$ cat config.mk
export PLATFORM = sky130hd
export DESIGN_NAME = booth_result_collector_flat
export DESIGN_NICKNAME = d
export VERILOG_FILES = /design/src/rtl/booth_pkg.sv /design/src/rtl/booth_result_collector_if.sv /design/src/rtl/booth_result_fifo.sv /design/src/rtl/booth_result_collector.sv /design/src/flat_wrapper.sv
export SDC_FILE = /design/constraint.sdc
export NUM_CORES = 1
export LEC_CHECK = 0
export ABC_AREA = 1
export CORE_ASPECT_RATIO = 0.6
export CORE_MARGIN = 10
export CORE_UTILIZATION = 40
export DETAILED_ROUTE_END_ITERATION = 7
export PLACE_DENSITY = 0.62
export SLEW_MARGIN = 20
export SYNTH_ARGS = -nofsm -noshare
export SYNTH_HDL_FRONTEND = slang
export SYNTH_SLANG_ARGS = --single-unit
$ cat constraint.sdc
create_clock -name clk -period 2.6 [get_ports clk]
set_clock_uncertainty 0.1 [all_clocks]
set_input_delay 0.52 -clock clk [delete_from_list [all_inputs] [get_ports clk]]
set_output_delay 0.52 -clock clk [all_outputs]
set_load 0.01 [all_outputs]
$ cat src/rtl/booth_pkg.sv
// Shared definitions for the Booth multiplier slice: result-collector FSM
// states and the control-word bit positions used by the control unit.
package booth_pkg;

  typedef enum logic [1:0] {
    WAIT_HI   = 2'd0,
    WAIT_LO   = 2'd1,
    WAIT_DONE = 2'd2
  } collector_state_e;

  localparam int C_LOAD_M = 0;
  localparam int C_LOAD_Q = 1;
  localparam int C_ADD    = 2;
  localparam int C_SUB    = 3;
  localparam int C_SHIFT  = 4;
  localparam int C_CNT    = 5;
  localparam int C_OUT_A  = 6;
  localparam int C_OUT_Q  = 7;

endpackage

$ cat src/rtl/booth_result_collector_if.sv
// Bundle between the multiplier control unit / product consumer and the
// result collector. The collector uses the slave view.
interface booth_result_collector_if #(
  parameter int WIDTH = 8,
  parameter int DEPTH = 2
);
  localparam int LW = $clog2(DEPTH + 1);

  logic [WIDTH-1:0]   bus_data;
  logic               cap_hi;
  logic               cap_lo;
  logic               done;
  logic               clr_err;
  logic [2*WIDTH-1:0] prod_data;
  logic               prod_valid;
  logic               prod_ready;
  logic               can_start;
  logic [LW-1:0]      level;
  logic               overflow;
  logic               seq_err;

  modport slave (
    input  bus_data, cap_hi, cap_lo, done, clr_err, prod_ready,
    output prod_data, prod_valid, can_start, level, overflow, seq_err
  );

  modport master (
    output bus_data, cap_hi, cap_lo, done, clr_err, prod_ready,
    input  prod_data, prod_valid, can_start, level, overflow, seq_err
  );
endinterface

$ cat src/rtl/booth_result_fifo.sv
// First-word-fall-through synchronous FIFO; the head is read straight from
// storage, and level/full/empty are all registered.
module booth_result_fifo #(
  parameter int DW    = 16,
  parameter int DEPTH = 2,
  parameter int LW    = $clog2(DEPTH + 1)
) (
  input  logic          clk,
  input  logic          rst_n,
  input  logic          i_push,
  input  logic          i_pop,
  input  logic [DW-1:0] i_data,
  output logic [DW-1:0] o_data,
  output logic [LW-1:0] o_level,
  output logic          o_full,
  output logic          o_empty
);
  localparam int PW = (DEPTH > 1) ? $clog2(DEPTH) : 1;

  logic [DW-1:0] r_mem [DEPTH];
  logic [PW-1:0] r_wr_ptr;
  logic [PW-1:0] r_rd_ptr;
  logic [LW-1:0] r_level;
  logic          r_full;
  logic          r_empty;
  logic [LW-1:0] w_level_nxt;

  // Pointers wrap at DEPTH explicitly so non-power-of-two depths work.
  function automatic logic [PW-1:0] f_ptr_inc(input logic [PW-1:0] p);
    if (p == PW'(DEPTH - 1)) begin
      return '0;
    end else begin
      return p + PW'(1);
    end
  endfunction

  // Next occupancy from the push/pop pair.
  always_comb begin
    w_level_nxt = r_level;
    case ({i_push, i_pop})
      2'b10:   w_level_nxt = r_level + LW'(1);
      2'b01:   w_level_nxt = r_level - LW'(1);
      default: w_level_nxt = r_level;
    endcase
  end

  // Storage, pointers and registered status.
  always_ff @(posedge clk or negedge rst_n) begin
    if (!rst_n) begin
      for (int i = 0; i < DEPTH; i++) begin
        r_mem[i] <= '0;
      end
      r_wr_ptr <= '0;
      r_rd_ptr <= '0;
      r_level  <= '0;
      r_full   <= 1'b0;
      r_empty  <= 1'b1;
    end else begin
      if (i_push) begin
        r_mem[r_wr_ptr] <= i_data;
        r_wr_ptr        <= f_ptr_inc(r_wr_ptr);
      end
      if (i_pop) begin
        r_rd_ptr <= f_ptr_inc(r_rd_ptr);
      end
      r_level <= w_level_nxt;
      r_full  <= (w_level_nxt == LW'(DEPTH));
      r_empty <= (w_level_nxt == LW'(0));
    end
  end

  assign o_data  = r_mem[r_rd_ptr];
  assign o_level = r_level;
  assign o_full  = r_full;
  assign o_empty = r_empty;

endmodule

$ cat src/rtl/booth_result_collector.sv
// Captures the serial A/Q result halves from the shared bus, assembles the
// 2*WIDTH product and queues it behind a valid/ready handshake.
module booth_result_collector
  import booth_pkg::*;
#(
  parameter int WIDTH = 8,
  parameter int DEPTH = 2
) (
  input  logic                          clk,
  input  logic                          rst_n,
  booth_result_collector_if.slave       bus
);
  localparam int LW = $clog2(DEPTH + 1);

  collector_state_e r_state;
  logic [WIDTH-1:0] r_hi;
  logic [WIDTH-1:0] r_lo;
  logic             r_overflow;
  logic             r_seq_err;

  logic             w_multi;
  logic             w_viol;
  logic             w_push;
  logic             w_pop;
  logic             w_push_ok;
  logic             w_drop;
  logic             w_full;
  logic             w_empty;
  logic [LW-1:0]    w_level;
  logic [2*WIDTH-1:0] w_head;

  // Protocol decode: multi-strobe cycles are always violations.
  always_comb begin
    w_multi = (bus.cap_hi & bus.cap_lo) | (bus.done & (bus.cap_hi | bus.cap_lo));
    w_viol  = 1'b0;
    case (r_state)
      WAIT_HI:   w_viol = w_multi | bus.cap_lo | bus.done;
      WAIT_LO:   w_viol = w_multi | bus.cap_hi | bus.done;
      WAIT_DONE: w_viol = w_multi | bus.cap_hi | bus.cap_lo;
      default:   w_viol = 1'b1;
    endcase
    if ((r_state == WAIT_DONE) && bus.done && !w_multi) begin
      w_push = 1'b1;
    end else begin
      w_push = 1'b0;
    end
  end

  // A full FIFO still accepts a product when the head leaves this cycle.
  always_comb begin
    w_pop     = !w_empty & bus.prod_ready;
    w_push_ok = w_push & (!w_full | w_pop);
    w_drop    = w_push & w_full & !w_pop;
  end

  // Collector FSM; the bus is sampled only under a strobe.
  always_ff @(posedge clk or negedge rst_n) begin
    if (!rst_n) begin
      r_state <= WAIT_HI;
      r_hi    <= '0;
      r_lo    <= '0;
    end else if (w_multi) begin
      r_state <= WAIT_HI;
    end else begin
      case (r_state)
        WAIT_HI: begin
          if (bus.cap_hi) begin
            r_hi    <= bus.bus_data;
            r_state <= WAIT_LO;
          end
        end
        WAIT_LO: begin
          if (bus.cap_hi) begin
            r_hi <= bus.bus_data;
          end else if (bus.cap_lo) begin
            r_lo    <= bus.bus_data;
            r_state <= WAIT_DONE;
          end else if (bus.done) begin
            r_state <= WAIT_HI;
          end
        end
        WAIT_DONE: begin
          if (bus.done) begin
            r_state <= WAIT_HI;
          end else if (bus.cap_hi) begin
            r_hi    <= bus.bus_data;
            r_state <= WAIT_LO;
          end else if (bus.cap_lo) begin
            r_lo <= bus.bus_data;
          end
        end
        default: r_state <= WAIT_HI;
      endcase
    end
  end

  // Sticky error flags; a new error in the clearing cycle wins.
  always_ff @(posedge clk or negedge rst_n) begin
    if (!rst_n) begin
      r_overflow <= 1'b0;
      r_seq_err  <= 1'b0;
    end else begin
      if (w_drop) begin
        r_overflow <= 1'b1;
      end else if (bus.clr_err) begin
        r_overflow <= 1'b0;
      end
      if (w_viol) begin
        r_seq_err <= 1'b1;
      end else if (bus.clr_err) begin
        r_seq_err <= 1'b0;
      end
    end
  end

  booth_result_fifo #(
    .DW    (2 * WIDTH),
    .DEPTH (DEPTH),
    .LW    (LW)
  ) u_fifo (
    .clk     (clk),
    .rst_n   (rst_n),
    .i_push  (w_push_ok),
    .i_pop   (w_pop),
    .i_data  ({r_hi, r_lo}),
    .o_data  (w_head),
    .o_level (w_level),
    .o_full  (w_full),
    .o_empty (w_empty)
  );

  assign bus.prod_data  = w_head;
  assign bus.prod_valid = !w_empty;
  assign bus.can_start  = !w_full;
  assign bus.level      = w_level;
  assign bus.overflow   = r_overflow;
  assign bus.seq_err    = r_seq_err;

endmodule

$ cat src/flat_wrapper.sv
// flat-port wrapper written by rule: the top's interface ports become plain ports
module booth_result_collector_flat import booth_pkg::*;
#(
  parameter int WIDTH = 8,
  parameter int DEPTH = 2
)
  (clk, rst_n, bus_bus_data, bus_cap_hi, bus_cap_lo, bus_done, bus_clr_err, bus_prod_ready, bus_prod_data, bus_prod_valid, bus_can_start, bus_level, bus_overflow, bus_seq_err);
  booth_result_collector_if #(.WIDTH(WIDTH), .DEPTH(DEPTH)) bus_i ();
  input  logic clk;
  input  logic rst_n;
  input wire logic [$bits(bus_i.bus_data)-1:0] bus_bus_data;
  input wire logic [$bits(bus_i.cap_hi)-1:0] bus_cap_hi;
  input wire logic [$bits(bus_i.cap_lo)-1:0] bus_cap_lo;
  input wire logic [$bits(bus_i.done)-1:0] bus_done;
  input wire logic [$bits(bus_i.clr_err)-1:0] bus_clr_err;
  input wire logic [$bits(bus_i.prod_ready)-1:0] bus_prod_ready;
  output wire logic [$bits(bus_i.prod_data)-1:0] bus_prod_data;
  output wire logic [$bits(bus_i.prod_valid)-1:0] bus_prod_valid;
  output wire logic [$bits(bus_i.can_start)-1:0] bus_can_start;
  output wire logic [$bits(bus_i.level)-1:0] bus_level;
  output wire logic [$bits(bus_i.overflow)-1:0] bus_overflow;
  output wire logic [$bits(bus_i.seq_err)-1:0] bus_seq_err;
  assign bus_i.bus_data = bus_bus_data;
  assign bus_i.cap_hi = bus_cap_hi;
  assign bus_i.cap_lo = bus_cap_lo;
  assign bus_i.done = bus_done;
  assign bus_i.clr_err = bus_clr_err;
  assign bus_i.prod_ready = bus_prod_ready;
  assign bus_prod_data = bus_i.prod_data;
  assign bus_prod_valid = bus_i.prod_valid;
  assign bus_can_start = bus_i.can_start;
  assign bus_level = bus_i.level;
  assign bus_overflow = bus_i.overflow;
  assign bus_seq_err = bus_i.seq_err;
  booth_result_collector #(.WIDTH(WIDTH), .DEPTH(DEPTH)) u_core (.clk(clk), .rst_n(rst_n), .bus(bus_i));
endmodule
==> results.ini <==
[status]
outcome=finished clean

[clock_network]
ctsHoldBuffers=0
cts_tree=built
postCtsSetupRepairBufs=0
path_clk_slew_ps=50
clock-root-buffer=clkbuf_16
h-tree-depth=3
cts_buffer_depth=2
clkLatencyLatePin_ps=330
cts_buffers=9
clock_sinks=58

[timing]
tns_ps=0
hold_violations=0
fin_crit_ps=2390
slew_headroom_pct=51.9
setup_viol=0
holdWs_ps=238
fmax_ghz=0.419
tightest_slew_ps=722
fin_crit_sh_pct=91.8
drv_slew=0
rsz0062_at_grt=false

[hold_path]
hold_class=in -> async

[power_and_ir_drop]
total_power_w=0.00364
p_leak_nw=1.77
p_per_area_mw_per_mm2=1020
ir_worst_vdd_v=0.000391

[layout]
stdcell_area_sq_mm=0.00357
syn_to_final_growth_pct=29.2
nets=373
antenna_cells=0
drive_gt1_share_pct=17.0

[floorplanning]
die_x_microns=127
pin_count=37
core_area_sq_mm=0.00668
dieArea_sq_mm=0.0107
rows=23
die_h_microns=84.4
start_util_pct=41.4

[worst_setup_path]
endpoint_kind=primary output
slowest_delay_ps=480
worstPathCellList=clkinvlp_4 > nand2_1 > nand2_1 > clkdlybuf4s50_1
crit_path_top_delay_cell=clkdlybuf4s50_1
path_common_cell=nand2_1
start_kind=flop
rrSetupSlack_ps=460
required_ps=1980
worstSetupPathType=reg -> out
arrival_ps=1770
crit_fanout=17

[synth]
synth_adder_area_share_pct=2.26
syn_area_sq_mm=0.00276
synth_area_leaders=dfrtp_1, nand2_1, o21ai_2
yosys.area.top_type=dfrtp_1
synth.yosys.seq_area_share_pct=52.6
synth_compound_area_share_pct=13.5
synth_cell_types=29
yosys_register_bits=58
syn_avg_cell_area_sq_um=8.85
synthMuxAreaShare_pct=0
synth_xor_area_share_pct=0.634
synth_top_family_by_area=simple AND/OR/NAND/NOR gates
synth_cells=312
synth-simple-area-share_pct=22.1
yosys_warnings=0
synth_nets=332
synth_top_area_share_pct=51.6

[drt]
vias_per_cell=4.61
highest_layer=met4
met3WireLength_microns=508
wl_met1_mm=3.08
drt-initial-drc-count=169
wl_met2_mm=2.35
detail_route.first_pass.iterations=4
drc=0
finalWirelength_mm=6.03
wl_per_cell_microns=13.5
vias=2051
ant_nets=0

[placement]
gp_congestion=0.848
port_buffers=36
post-dp-hpwl_mm=4.14
dpl_cell_area_sq_mm=0.00318

[run]
maxCapViolations=0

[global_routing]
grt_pass1_vias=2040
grt-ovfl-total=0
grt_util_all_layers_pct=12.0
grt_max_degree=59
grt_antenna_before_repair=0
grt_pass1_wl_mm=10.4

-- where the power goes --
group	total, W	internal [W]	switching [W]
clock	0.00151	0.00111	0.000400
sequential	0.00127	0.00112	0.000152
combinational	0.000853	0.000356	0.000497
total	0.00364	0.00259	0.00105
-- kinds of logic (layout without fill, tap and decap cells) --
group,after synthesis,count (layout)
compound gates,54,54
buf+inv,51,97
xor+xnor,2,2
fa+ha+maj,5,5
flops,58,58
simple gates,142,142
-- critical path, delay by kind of cell (launching register included) --
| kind | cells | cell delay [ps] |
|---|---|---|
| buffers and inverters | 2 | 820 |
| flip-flops | 1 | 380 |
| AND/OR/NAND/NOR | 2 | 240 |
-- sequential cells by signal (all words and copies together) (netlist names) --
name                    cells
u_core.bus.overflow         1
u_core.bus.seq_err          1
u_core.r_hi                 8
u_core.r_lo                 8
u_core.r_state              2
u_core.u_fifo.o_empty       1
u_core.u_fifo.o_full        1
u_core.u_fifo.o_level       2
u_core.u_fifo.r_mem        32
u_core.u_fifo.r_rd_ptr      1
u_core.u_fifo.r_wr_ptr      1
-- metrics by stage --
step	util [%]	setup slack, ps	cells
finish	53.5	212	445
global route	53.5	96.2	445
CTS	53.4	38.0	445
detailed placement	47.6	140	429
global placement	47.6	174	429
floorplan	-	631	312
-- worst paths after layout --
| check | start | cells after the start | endpoint |
|---|---|---|---|
| min in group clk | u_core.u_fifo.r_mem[2] | 2 | u_core.u_fifo.r_mem[2] |
| worst max register to register | u_core.r_state[0] | 11 | u_core.u_fifo.o_empty |
| worst max-delay path | u_core.u_fifo.r_rd_ptr | 4 | bus_prod_data[3] |
| worst min register to register | u_core.u_fifo.r_mem[2] | 2 | u_core.u_fifo.r_mem[2] |
| max in group asynchronous | rst_n | 2 | u_core.r_hi[3] |
| worst min-delay path | rst_n | 2 | u_core.u_fifo.r_mem[15] |
-- Yosys cell counts --
cell	n
buf_2	3
dfrtp_1	57
nand4_1	3
o21ai_2	26
or2_2	1
nand2_4	1
xor2_1	1
buf_6	7
nand3b_4	1
xnor2_1	1
clkinv_1	1
inv_2	1
a21oi_1	2
clkbuf_1	1
nand3_2	1
nand2_1	119
nor3_1	1
nor2_4	1
o211ai_1	1
o21ai_1	7
nor2_1	6
ha_1	5
o21ai_0	17
nand3_1	3
o31ai_1	1
inv_1	38
dfstp_2	1
nand2_2	4
nand3_4	1
-- area by class of cell --
| class | count | area (sq um) |
|---|---|---|
| Inverter | 40 | 154 |
| Fill cell | 634 | 3110 |
| Timing Repair Buffer | 41 | 405 |
| Multi-Input combinational cell | 203 | 1060 |
| Clock inverter | 4 | 120 |
| Clock buffer | 12 | 267 |
| Tap cell | 87 | 109 |
| Sequential cell | 58 | 1450 |
-- cell usage in the layout (no fill, tap or decap), types with 2 or more instances in the layout --
master,instances
a21oi_1,2
buf_4,4
bufinv_16,4
clkbuf_16,9
clkbuf_8,3
clkdlybuf4s50_1,35
dfrtp_1,57
ha_1,5
inv_1,38
nand2_1,119
nand2_2,4
nand3_1,3
nand4_1,3
nor2_1,6
o21ai_0,17
o21ai_1,7
o21ai_2,26
-- metal layers --
| layer | GRT usage [%] | up-vias |
|---|---|---|
| li1 | - | 1062 |
| met4 | 4.63 | 0 |
| met1 | 17.0 | 927 |
| met5 | 0 | - |
| met3 | 4.96 | 11 |
| met2 | 15.6 | 51 |
-- what timing repair did --
action	CTS	global route
endpoints found under the setup margin	0	16
endpoints found under the hold margin	0	0
gates resized for setup	0	1
Power figures use the tool's default switching activity.
